===== src/rtl/lcd_msg_sequencer.sv =====
// Feeds {rs, byte} words and a one-cycle start strobe to the LCD byte writer:
// HD44780 4-bit init after reset, then a full 2x16 redraw per accepted request.
module lcd_msg_sequencer #(
  parameter int TIMEOUT   = 4096,
  parameter bit SKIP_INIT = 1'b0
) (
  input  logic       clock,
  input  logic       reset,
  input  logic       msg_valid,
  input  logic [2:0] msg_sel,
  input  logic [7:0] score,
  output logic       msg_ready,
  output logic       busy,
  output logic       timeout_err,
  output logic [8:0] lcd_data,
  output logic       lcd_start,
  input  logic       lcd_ready
);

  localparam int TW = (TIMEOUT > 1) ? $clog2(TIMEOUT) : 1;
  localparam logic [TW-1:0] TIMER_LAST = TW'(TIMEOUT - 1);

  typedef enum logic [2:0] {
    S_IDLE,
    S_BCD,
    S_SEND,
    S_WAIT_CLR,
    S_WAIT_RDY
  } state_t;

  state_t        state, state_nx;
  logic          init_mode;
  logic [5:0]    idx;
  logic [TW-1:0] timer;
  logic [19:0]   bcd_sr;
  logic [2:0]    bcd_cnt;
  logic [2:0]    sel_q;
  logic          last_word;
  logic          timer_exp;
  logic [8:0]    word;
  logic [127:0]  line2;

  function automatic logic [7:0] line1_char(input logic [2:0] sel, input logic [3:0] pos);
    logic [127:0] txt;
    case (sel)
      3'd0:    txt = "SIMON SAYS      ";
      3'd1:    txt = "PRESS START     ";
      3'd2:    txt = "WATCH...        ";
      3'd3:    txt = "YOUR TURN       ";
      3'd4:    txt = "CORRECT!        ";
      3'd5:    txt = "WRONG-GAME OVER ";
      3'd6:    txt = "NEW HIGH SCORE  ";
      default: txt = "PAUSED          ";
    endcase
    return txt[8*(15 - int'(pos)) +: 8];
  endfunction

  // One double-dabble step: bias each BCD nibble >= 5, then shift left.
  function automatic logic [19:0] dabble(input logic [19:0] v);
    logic [19:0] t;
    t = v;
    if (t[11:8]  >= 4'd5) t[11:8]  = t[11:8]  + 4'd3;
    if (t[15:12] >= 4'd5) t[15:12] = t[15:12] + 4'd3;
    if (t[19:16] >= 4'd5) t[19:16] = t[19:16] + 4'd3;
    return {t[18:0], 1'b0};
  endfunction

  assign timer_exp = (timer == TIMER_LAST);
  assign last_word = init_mode ? (idx == 6'd5) : (idx == 6'd33);
  assign msg_ready = (state == S_IDLE);
  assign busy      = (state != S_IDLE);

  always_comb begin
    word  = 9'h001;
    line2 = {"SCORE ",
             8'h30 + {4'h0, bcd_sr[19:16]},
             8'h30 + {4'h0, bcd_sr[15:12]},
             8'h30 + {4'h0, bcd_sr[11:8]},
             "       "};
    if (init_mode) begin
      case (idx)
        6'd0:    word = 9'h033;
        6'd1:    word = 9'h032;
        6'd2:    word = 9'h028;
        6'd3:    word = 9'h00C;
        6'd4:    word = 9'h006;
        default: word = 9'h001;
      endcase
    end else if (idx == 6'd0) begin
      word = 9'h080;
    end else if (idx <= 6'd16) begin
      word = {1'b1, line1_char(sel_q, 4'(idx - 6'd1))};
    end else if (idx == 6'd17) begin
      word = 9'h0C0;
    end else if (idx <= 6'd33) begin
      word = {1'b1, line2[8*(33 - int'(idx)) +: 8]};
    end
  end

  always_comb begin
    state_nx = state;
    case (state)
      S_IDLE:     if (msg_valid) state_nx = S_BCD;
      S_BCD:      if (bcd_cnt == 3'd7) state_nx = S_SEND;
      S_SEND:     state_nx = S_WAIT_CLR;
      S_WAIT_CLR: state_nx = S_WAIT_RDY;
      S_WAIT_RDY: begin
        if (lcd_ready)      state_nx = last_word ? S_IDLE : S_SEND;
        else if (timer_exp) state_nx = S_IDLE;
      end
      default:    state_nx = S_IDLE;
    endcase
  end

  always_ff @(posedge clock) begin
    if (!reset) state <= SKIP_INIT ? S_IDLE : S_SEND;
    else        state <= state_nx;
  end

  always_ff @(posedge clock) begin
    if (!reset) begin
      init_mode   <= !SKIP_INIT;
      idx         <= 6'd0;
      timer       <= '0;
      bcd_sr      <= 20'd0;
      bcd_cnt     <= 3'd0;
      sel_q       <= 3'd0;
      lcd_data    <= 9'h000;
      lcd_start   <= 1'b0;
      timeout_err <= 1'b0;
    end else begin
      case (state)
        S_IDLE: begin
          if (msg_valid) begin
            sel_q       <= msg_sel;
            bcd_sr      <= {12'd0, score};
            bcd_cnt     <= 3'd0;
            timeout_err <= 1'b0;
            init_mode   <= 1'b0;
            idx         <= 6'd0;
          end
        end
        S_BCD: begin
          bcd_sr  <= dabble(bcd_sr);
          bcd_cnt <= bcd_cnt + 3'd1;
        end
        S_SEND: begin
          lcd_data  <= word;
          lcd_start <= 1'b1;
          timer     <= '0;
        end
        S_WAIT_CLR: lcd_start <= 1'b0;
        S_WAIT_RDY: begin
          // lcd_data is left untouched on timeout so the stalled word stays visible.
          if (lcd_ready)      idx         <= idx + 6'd1;
          else if (timer_exp) timeout_err <= 1'b1;
          else                timer       <= timer + TW'(1);
        end
        default: ;
      endcase
    end
  end

endmodule


===== config.mk =====
export PLATFORM = sky130hd
export DESIGN_NAME = lcd_msg_sequencer
export DESIGN_NICKNAME = d
export VERILOG_FILES = /design/src/rtl/lcd_msg_sequencer.sv
export SDC_FILE = /design/constraint.sdc
export NUM_CORES = 1
export LEC_CHECK = 0
export BUFFER_PORTS_ARGS = -buffer_cell sky130_fd_sc_hd__clkbuf_2
export CORE_MARGIN = 5
export CORE_UTILIZATION = 35
export DETAILED_ROUTE_END_ITERATION = 16
export GPL_TIMING_DRIVEN = 0
export SETUP_SLACK_MARGIN = 0.15
export SLEW_MARGIN = 20
export SYNTH_ARGS = -nofsm -noshare
export SYNTH_HDL_FRONTEND = slang
export SYNTH_SLANG_ARGS = --single-unit

===== constraint.sdc =====
create_clock -name clock -period 4.4 [get_ports clock]
set_input_delay 0 -clock clock [delete_from_list [all_inputs] [get_ports clock]]
set_output_delay 0 -clock clock [all_outputs]
set_load 0.01 [all_outputs]

* After elaboration in Yosys (flattened, before gate mapping)
Index checks and enable logic that the tools add are counted.
** Word-level totals
- Register bits :: 59
- Output and inout bits :: 13
- Logic and storage cells :: 104
** Cells by class
- Add/subtract/negate cells :: 12
- $lt $le $gt $ge :: 5
- Equality and inequality tests :: 26
- Shift operators :: 2
- Muxes and demuxes :: 35
- Reductions and logical operators :: 14
** Operator list (number)
- $pmux 125 s7 :: 1
- $mux 128 :: 3
- $shiftx 128x10->8 :: 1
- $shiftx 128x8->8 :: 1
- $mux 9 :: 5
- $pmux 20 s2 :: 1
- $pmux 6 s5 :: 1
- $mux 12 :: 2
- $pmux 12 s2 :: 1
- $add 6x4->7 const A :: 3
- $mux 20 :: 1
- $mux 3 :: 6
- $eq 3x3->1 const B :: 5
- $pmux 3 s5 :: 1
- $add 12x1->12 const B :: 1
- $eq 12x12->1 const B :: 1
- $eq 3x2->1 const B :: 4
- $eq 6x2->1 const B :: 2
- $eq 6x3->1 const B :: 2
- $ge 4x3->1 const B :: 3
- $mux 6 :: 2
- $ne 2x2->1 const B :: 6
- $pmux 6 s2 :: 1
- $reduce_and 3->1 :: 3
- other kinds (25) :: 37

* Longest topological paths before layout
Gate-level depths: netlist of run 1.
- Depth in word-level cells :: 9
- Mapped depth :: 11

* Worst setup path before layout of run 1
No wires, ideal clock.
- Path kind :: flip-flop to flip-flop
- Start :: reg idx[0]
- End :: reg lcd_data[0]
- Library setup time :: 0.117 ns
- Data arrival time :: 2.430 ns
- Data required time :: 4.283 ns
- Slack :: 1.852 ns
- Stages on the path, launching flop included :: 12
- Path through :: dfxtp_1 -> buf_2 -> inv_1 -> clkbuf_1 -> ha_1 -> xor2_1 -> buf_2 -> buf_2 -> nor2_1 -> o311ai_0 -> nand4_1 -> a32o_1
** Between the ends
- Longest elaborated chain between the ends :: 7
** RTL lines
- start: declaration :: RTL line 33 : logic [5:0] idx;
- start signal: assignment :: RTL line 155 : if (lcd_ready) idx <= idx + 6'd1;
- parallel branches: the longest is 6 deep, another holds $sub 4x4->5
- $mux 9 (*) :: RTL line 80 : if (init_mode) begin
- end signal: assignment :: RTL line 148 : lcd_data <= word;
- end: declaration :: RTL line 15 : output logic [8:0] lcd_data,
Every way passes the cells marked *.
A chain may end at the register's enable or synchronous reset.

* Final worst setup path of run 1
- Start :: reg idx[0]
- End :: reg lcd_data[3]
The elaborated chain is that of the path after synthesis.

==> results.md, run 1 <==
* Status: completed
* CP required at 4.58 ns
* Drt wl/cell at 16.76 µm
* Rows at 40
* CP Max Fanout at 12
* Actual slew at the worst max-slew pin at 0.6946 ns
* Total GRT Usage at 18.60%
* Async S/R FF share, synth at 0%
* Final Wtd Congestion at 0.9299
* CTS Sinks at 59
* Yosys warning total at 0
* Multi-input gate area at 0.002839 mm²
* Top_reg_cell synth: dfxtp_1
* CP Cell Sequence: buf_2, inv_1, clkbuf_1, ha_1, xor2_1, buf_2, buf_2, o32ai_1, a2111oi_0, o21ai_0
* Rel. slew slack at 53.70%
* Period utilization at 77.65%
* Mapped cell area at 0.004322 mm²
* IO Pins at 28
* Worst slack, placed at 1.070 ns
* Worst vdd ir at 198.9 µV
* Post-synthesis sequential area ratio at 27.33%
* Type of origin of the critical path: flip-flop
* Die area at 0.01467 mm²
* Final setup viols at 0
* Worst setup EP type: flip-flop
* DRT Pass-1 Iters at 5
* Final-layout fill cell count at 1278
* Min-Delay Path Class: in -> reg
* Core ar. at 0.01206 mm²
* Num CTS Buffers at 9
* Post-synth EDFFs at 0
* Final hold slack at 0.06276 ns
* CTS clock-pin slew for the worst setup and hold paths at 0.05 ns
* Post-route ant nets at 0
* Clock latency on the worst-skew pair at 0.33 ns
* Top post-synthesis cells by area: dfxtp_1 (27%), nand2_1 (6.0%), a21oi_1 (5.4%), nor2_1 (5.3%), ha_1 (4.9%)
* Area Overhead vs Synth at 17.37%
* # port buffers at 27
* DP HPWL at 10080 µm
* Library cells used by synthesis at 74
* Total wire length at 13610 µm
* Post-synth top area cell: dfxtp_1
* CP bufs+invs at 5
* Fin Clk Skew at 0.005040 ns
* Nets at 671
* Syn Area/Cell at 7.325 µm²
* Syn Inst Count at 590
* Post CTS Setup Buffer Count at 0
* Fin. max-slew vios at 0
* Cell mode on critical path: buf_2
* Fin crit period at 3.417 ns
* Initial antenna violation count at 0
* Iteration-0 DRC Markers at 308
* Ant. Diodes at 0
* Pwr Density at 301.2 mW/mm²
* Max stage delay on crit path at 0.65 ns
* Syn Nets at 622
* Top cell type's share of synthesized area at 27.33%
* Via count of the first global-routing pass at 4412
* Setup tns final at 0 ns
* Max cap viols at 0
* Setup WS post-layout at 0.9832 ns
* P_leak at 1.830 nW
* Achievable Freq at 292.7 MHz
* Bufs on Longest Clock Path at 2
* Vias at 4593
* RSZ-0062 raised after global routing: false
* CP max stage cell: a2111oi_0
* WS Path Type: reg -> reg
* First-pass GRT wire length at 22090 µm
* Total gr overflow at 0
* Storage cell area at 0.001181 mm²
* DP Cell Count at 785
* Crit path DAT at 3.60 ns
* CTS tree: done
* Share of post-route cells with drive strength above 1 at 11.18%
* Synth cell count leaders: nand2_1 (69), nor2_1 (61), dfxtp_1 (59)
* Pin count of the biggest net entering global routing at 13
* Die Width at 121.1 µm
* H-tree Lvls at 3
* Most numerous cell in the Yosys netlist: nand2_1
* Chip height at 121.1 µm
* Placed Area at 0.004667 mm²
* Synthesis-stage register bit count at 59
* Layout Cells excl Fill at 812
* Final Hold Fails at 0
* Root Buffer: clkbuf_16
* CP top delay family: buffers and inverters
* Cell area after layout at 0.005072 mm²
* Starting Density at 35.83%
* DRC violations left at 0
* Drt via density at 5.656
layout by cell type, fill, tap and decap left out, types with 3 or more instances in the layout:
cell type	count
nand2_1	69
nor2_1	61
dfxtp_1	59
a21oi_1	47
o21ai_0	35
clkbuf_1	33
nand3_1	28
clkbuf_2	27
xnor2_1	21
buf_2	19
inv_1	18
nor3_1	17
ha_1	17
nand2b_1	14
dlygate4sd3_1	11
a211oi_1	9
clkbuf_16	9
a311oi_1	8
xor2_1	8
nor2b_1	7
a31oi_1	7
nand4_1	7
o32ai_1	6
o211ai_1	6
o31ai_1	5
a22oi_1	5
nor3b_1	4
mux2i_1	4
a2111oi_0	4
a21boi_0	4
o41ai_1	4
a32oi_1	3
a21o_1	3
or3_1	3
and3_1	3
o221ai_1	3
clkinv_2	3
final cells by class:
class	count	area share [%]
buffer	53	4.539
clock buffer	11	4.785
clock inverter	5	1.036
inverter	19	1.406
multi-input combinational	459	55.97
sequential	59	23.29
tap	168	4.144
timing repair buffer	38	4.835
worst reg2reg max path, cell delays in order (launching register included):
cell and delay [ns]:
dfxtp_1 0.33, buf_2 0.19, inv_1 0.12, clkbuf_1 0.55, ha_1 0.31, xor2_1 0.28, buf_2 0.29, buf_2 0.27
o32ai_1 0.11, a2111oi_0 0.65, o21ai_0 0.18
metal layers:
metal / share of wire (%) / vias up / track usage, %
met1: 45 / 2170 / 24.96
met3: 6.8 / 18 / 3.636
met2: 46 / 171 / 30.22
li1: - / 2234 / -
met5: 0 / - / 0
met4: 1.4 / 0 / 5.453
worst paths after layout:
check | from | end | slack, ns | cells past startpoint
setup / recovery | idx[0] | lcd_data[3] | 0.98 | 10
hold / removal | lcd_ready | timeout_err | 0.06 | 4
setup reg to reg | idx[0] | lcd_data[3] | 0.98 | 10
hold reg to reg | lcd_data[6] | lcd_data[6] | 0.45 | 2
metrics by stage:
step,total power [mW],util (%)
after detailed placement,0.8381,38.69
final,1.528,42.05
after global placement,0.8347,38.69
after global routing,1.594,42.05
after CTS,1.538,42.05
after floorplan,0.7548,-
state kept, by name, indices dropped and copies added, names as in the netlist:
register / cells
bcd_sr: 20
timeout_err: 1
init_mode: 1
lcd_data: 9
lcd_start: 1
idx: 6
sel_q: 3
bcd_cnt: 3
state: 3
timer: 12
report_power, final:
part	internal (mW)	switching, mW	leakage (nW)	total [mW]
sequential	0.561	0.0187	0.479	0.580
combinational	0.0889	0.169	1.21	0.258
clock	0.450	0.240	0.145	0.690
logic make-up after synthesis:
group                      count (synthesis)  share of synthesized area, %
buffers and inverters                     72                         6.977
muxes                                      5                         1.187
and+or+nand+nor                          229                         25.13
AOI/OAI and AO/OA                        178                         28.34
DFF                                       59                         27.33
adders and majority gates                 18                         5.153
xor gates and xnor gates                  29                         5.877
repair_timing:
action / CTS / global route
resized for setup: 0 / 0
endpoints found under the hold margin: 11 / 0
hold buffers: 11 / 0
Power figures use the tool's default switching activity.
==> run 2, diff against run 1 <==
clock period = 3.4 ns   (was 4.4 ns; I/O delays follow)
==> run 2 against run 1 <==
Net effect: sequential share of layout area about the same; utilization increased by 0.052 points; die area unchanged; setup slack got worse by 0.74 ns; clock-buffer cell count unchanged; cell count unchanged; highest routed layer unchanged; clock skew about the same; register-to-register slack got worse by 0.74 ns; critical path depth unchanged; clock power increased by 30%.
==> results.md, run 2 (same netlist as run 1, synthesis figures left out) <==
* Status: completed
* Clock latency on the worst-skew pair at 0.33 ns (about the same)
* Worst vdd ir at 257.3 µV (+29%)
* Total gr overflow at 0 (unchanged)
* Post-route ant nets at 0 (unchanged)
* Pwr Density at 389.7 mW/mm² (+29%)
* DRC violations left at 0 (unchanged)
* Fin crit period at 3.152 ns (-0.2648 ns)
* First-pass GRT wire length at 22090 µm (unchanged)
* Largest register FFs at 20 (unchanged)
* DP HPWL at 10080 µm (unchanged)
* H-tree Lvls at 3 (unchanged)
* CTS tree: done
* Actual slew at the worst max-slew pin at 0.6694 ns (-0.02513 ns)
* Vias at 4579 (-0.30%)
* Drt via density at 5.639 (-0.30%)
* RSZ-0062 raised after global routing: true
* CP max stage cell: a2111oi_0
* Clk pwr share at 45.3% (about the same)
* Ant. Diodes at 0 (unchanged)
* Max stage delay on crit path at 0.62 ns (-0.03 ns)
* Via count of the first global-routing pass at 4412 (unchanged)
* Total power at 1.979 mW (+30%)
* Min-Delay Path Class: in -> reg
* CTS Sinks at 59 (unchanged)
* Reg2reg setup slack at 0.25 ns (-0.74 ns)
* RR Startpoint: idx[0]
* Largest Register: bcd_sr
* Rel. slew slack at 55.03% (+1.3 points)
* Final setup viols at 0 (unchanged)
* Worst slack, placed at 0.07001 ns (-1.000 ns)
* Core ar. at 0.01206 mm² (unchanged)
* Cell mode on critical path: buf_2
* Fin. max-slew vios at 0 (unchanged)
* Pint at 1.424 mW (+29%)
* Drt wl/cell at 16.75 µm (about the same)
* Pin count of the biggest net entering global routing at 13 (unchanged)
* Initial antenna violation count at 0 (unchanged)
* CTS clock-pin slew for the worst setup and hold paths at 0.05 ns (about the same)
* Worst setup EP type: flip-flop
* CP Cell Sequence: buf_2, inv_1, clkbuf_2, ha_1, xor2_1, buf_2, buf_2, o32ai_1, a2111oi_0, o21ai_0
* DRT Pass-1 Iters at 5 (unchanged)
* Most frequent cells in the layout: nand2_1 (69), nor2_1 (61), dfxtp_1 (59)
* Most common cell after layout, fill and taps aside: nand2_1
* RR Endpoint: lcd_data[3]
* Starting Density at 35.83% (unchanged)
* P_sw at 555.2 µW (+30%)
* Logic pwr share at 16.8% (about the same)
* Chip height at 121.1 µm (unchanged)
* Max cap viols at 0 (unchanged)
* Final Hold Fails at 0 (unchanged)
* Fin Clk Skew at 0.004925 ns (-0.0001146 ns)
* Setup WS post-layout at 0.2480 ns (-0.7352 ns)
* Sequential Power Share at 37.9% (about the same)
* Biggest regs: bcd_sr (20), timer (12), lcd_data (9)
* Crit path DAT at 3.34 ns (-0.26 ns)
* Setup tns final at 0 ns (unchanged)
* Sw Ratio at 28.05% (+0.061 points)
* Rows at 40 (unchanged)
* Num CTS Buffers at 9 (unchanged)
* IO Pins at 28 (unchanged)
* Type of origin of the critical path: flip-flop
* Total wire length at 13610 µm (about the same)
* P_leak at 1.842 nW (+0.65%)
* Worst Setup SP: idx[0]
* Achievable Freq at 317.3 MHz (+8.4%)
* # port buffers at 27 (unchanged)
* WS Path Type: reg -> reg
* Bufs on Longest Clock Path at 2 (unchanged)
* Post CTS Setup Buffer Count at 0 (unchanged)
* Total GRT Usage at 18.60% (unchanged)
* Iteration-0 DRC Markers at 319 (+3.6%)
* CP required at 3.59 ns (-0.99 ns)
* Final Wtd Congestion at 0.9299 (unchanged)
* Area Overhead vs Synth at 17.52%
* Root Buffer: clkbuf_16
* Share of post-route cells with drive strength above 1 at 11.80% (+0.62 points)
* Worst Setup EP: lcd_data[3]
* Nets at 671 (unchanged)
* Die Width at 121.1 µm (unchanged)
* R2R depth at 10 (unchanged)
* CP Max Fanout at 12 (unchanged)
* Period utilization at 92.70% (+15 points)
* Die area at 0.01467 mm² (unchanged)
-- run 2: cell types whose count changed in the layout (fill, tap and decap cells not counted) --
cell,previous run,this run
clkbuf_2,27,31
a2111oi_0,4,3
a2111oi_1,0,1
clkbuf_1,33,29
-- run 2: worst min path at each step --
stage | startpoint | end | slack [ns] | cells past startpoint
2_1_floorplan | msg_sel[0] | sel_q[0] | 0.14 | 2
3_5_place_dp | msg_sel[2] | sel_q[2] | 0.24 | 3
5_1_grt | lcd_ready | timeout_err | 0.06 | 4
4_1_cts | msg_valid | state[0] | 0.05 | 5
3_3_place_gp | msg_sel[2] | sel_q[2] | 0.24 | 3
6_report | lcd_ready | timeout_err | 0.06 | 4
-- run 2: routing by layer --
| layer | share of wire, % | global-route usage, % | vias up | routed length [µm] |
|---|---|---|---|---|
| li1 | - | - | 2234 | - |
| met1 | 46 | 24.96 | 2171 | 6266 |
| met2 | 47 | 30.22 | 162 | 6343 |
| met3 | 6.2 | 3.636 | 12 | 838 |
| met4 | 1.1 | 5.453 | 0 | 156 |
| met5 | 0 | 0 | - | 0 |
-- run 2: power groups by stage --
stage / logic [mW] / registers, mW / clock network (mW)
5_1_grt: 0.368 / 0.755 / 0.940
2_1_floorplan: 0.213 / 0.764 / 0
3_5_place_dp: 0.320 / 0.765 / 0
4_1_cts: 0.332 / 0.750 / 0.909
3_3_place_gp: 0.317 / 0.763 / 0
6_report: 0.333 / 0.750 / 0.896
-- run 2: timing repair --
action | 4_1_cts | 5_1_grt
hold endpoints to repair | 11 | 0
hold buffers | 11 | 0
endpoints found under the setup margin | 2 | 6
gates resized for setup | 1 | 7
-- run 2: worst max-delay path: cells and delay by family (launching register included) --
family / cells / cell delay [ns]
AO/OA/AOI/OAI: 3 / 0.91
XOR/XNOR: 1 / 0.26
adder cells (fa/ha/maj): 1 / 0.30
buffers and inverters: 5 / 1.18
flip-flops: 1 / 0.36
-- run 2: cell type report --
cell class / instances / area [µm²]
fillers: 1279 / 6983
multi-input cells: 459 / 2840
flip-flops and latches: 59 / 1181
repair buffers: 38 / 245.2
clock buffers: 11 / 242.7
plain buffers: 53 / 235.2
well taps: 168 / 210.2
inverters: 19 / 71.32
clock inverters: 5 / 52.55
-- run 2: through the flow --
| stage | hold slack, ns | util [%] | std cells | instance area (µm²) |
|---|---|---|---|---|
| global route | 0.06427 | 42.11 | 812 | 5079 |
| global placement | 0.2394 | 38.69 | 785 | 4667 |
| CTS | 0.05245 | 42.06 | 812 | 5074 |
| floorplan | 0.1360 | - | 590 | 4322 |
| detailed placement | 0.2395 | 38.69 | 785 | 4667 |
| finish | 0.05980 | 42.11 | 812 | 5079 |
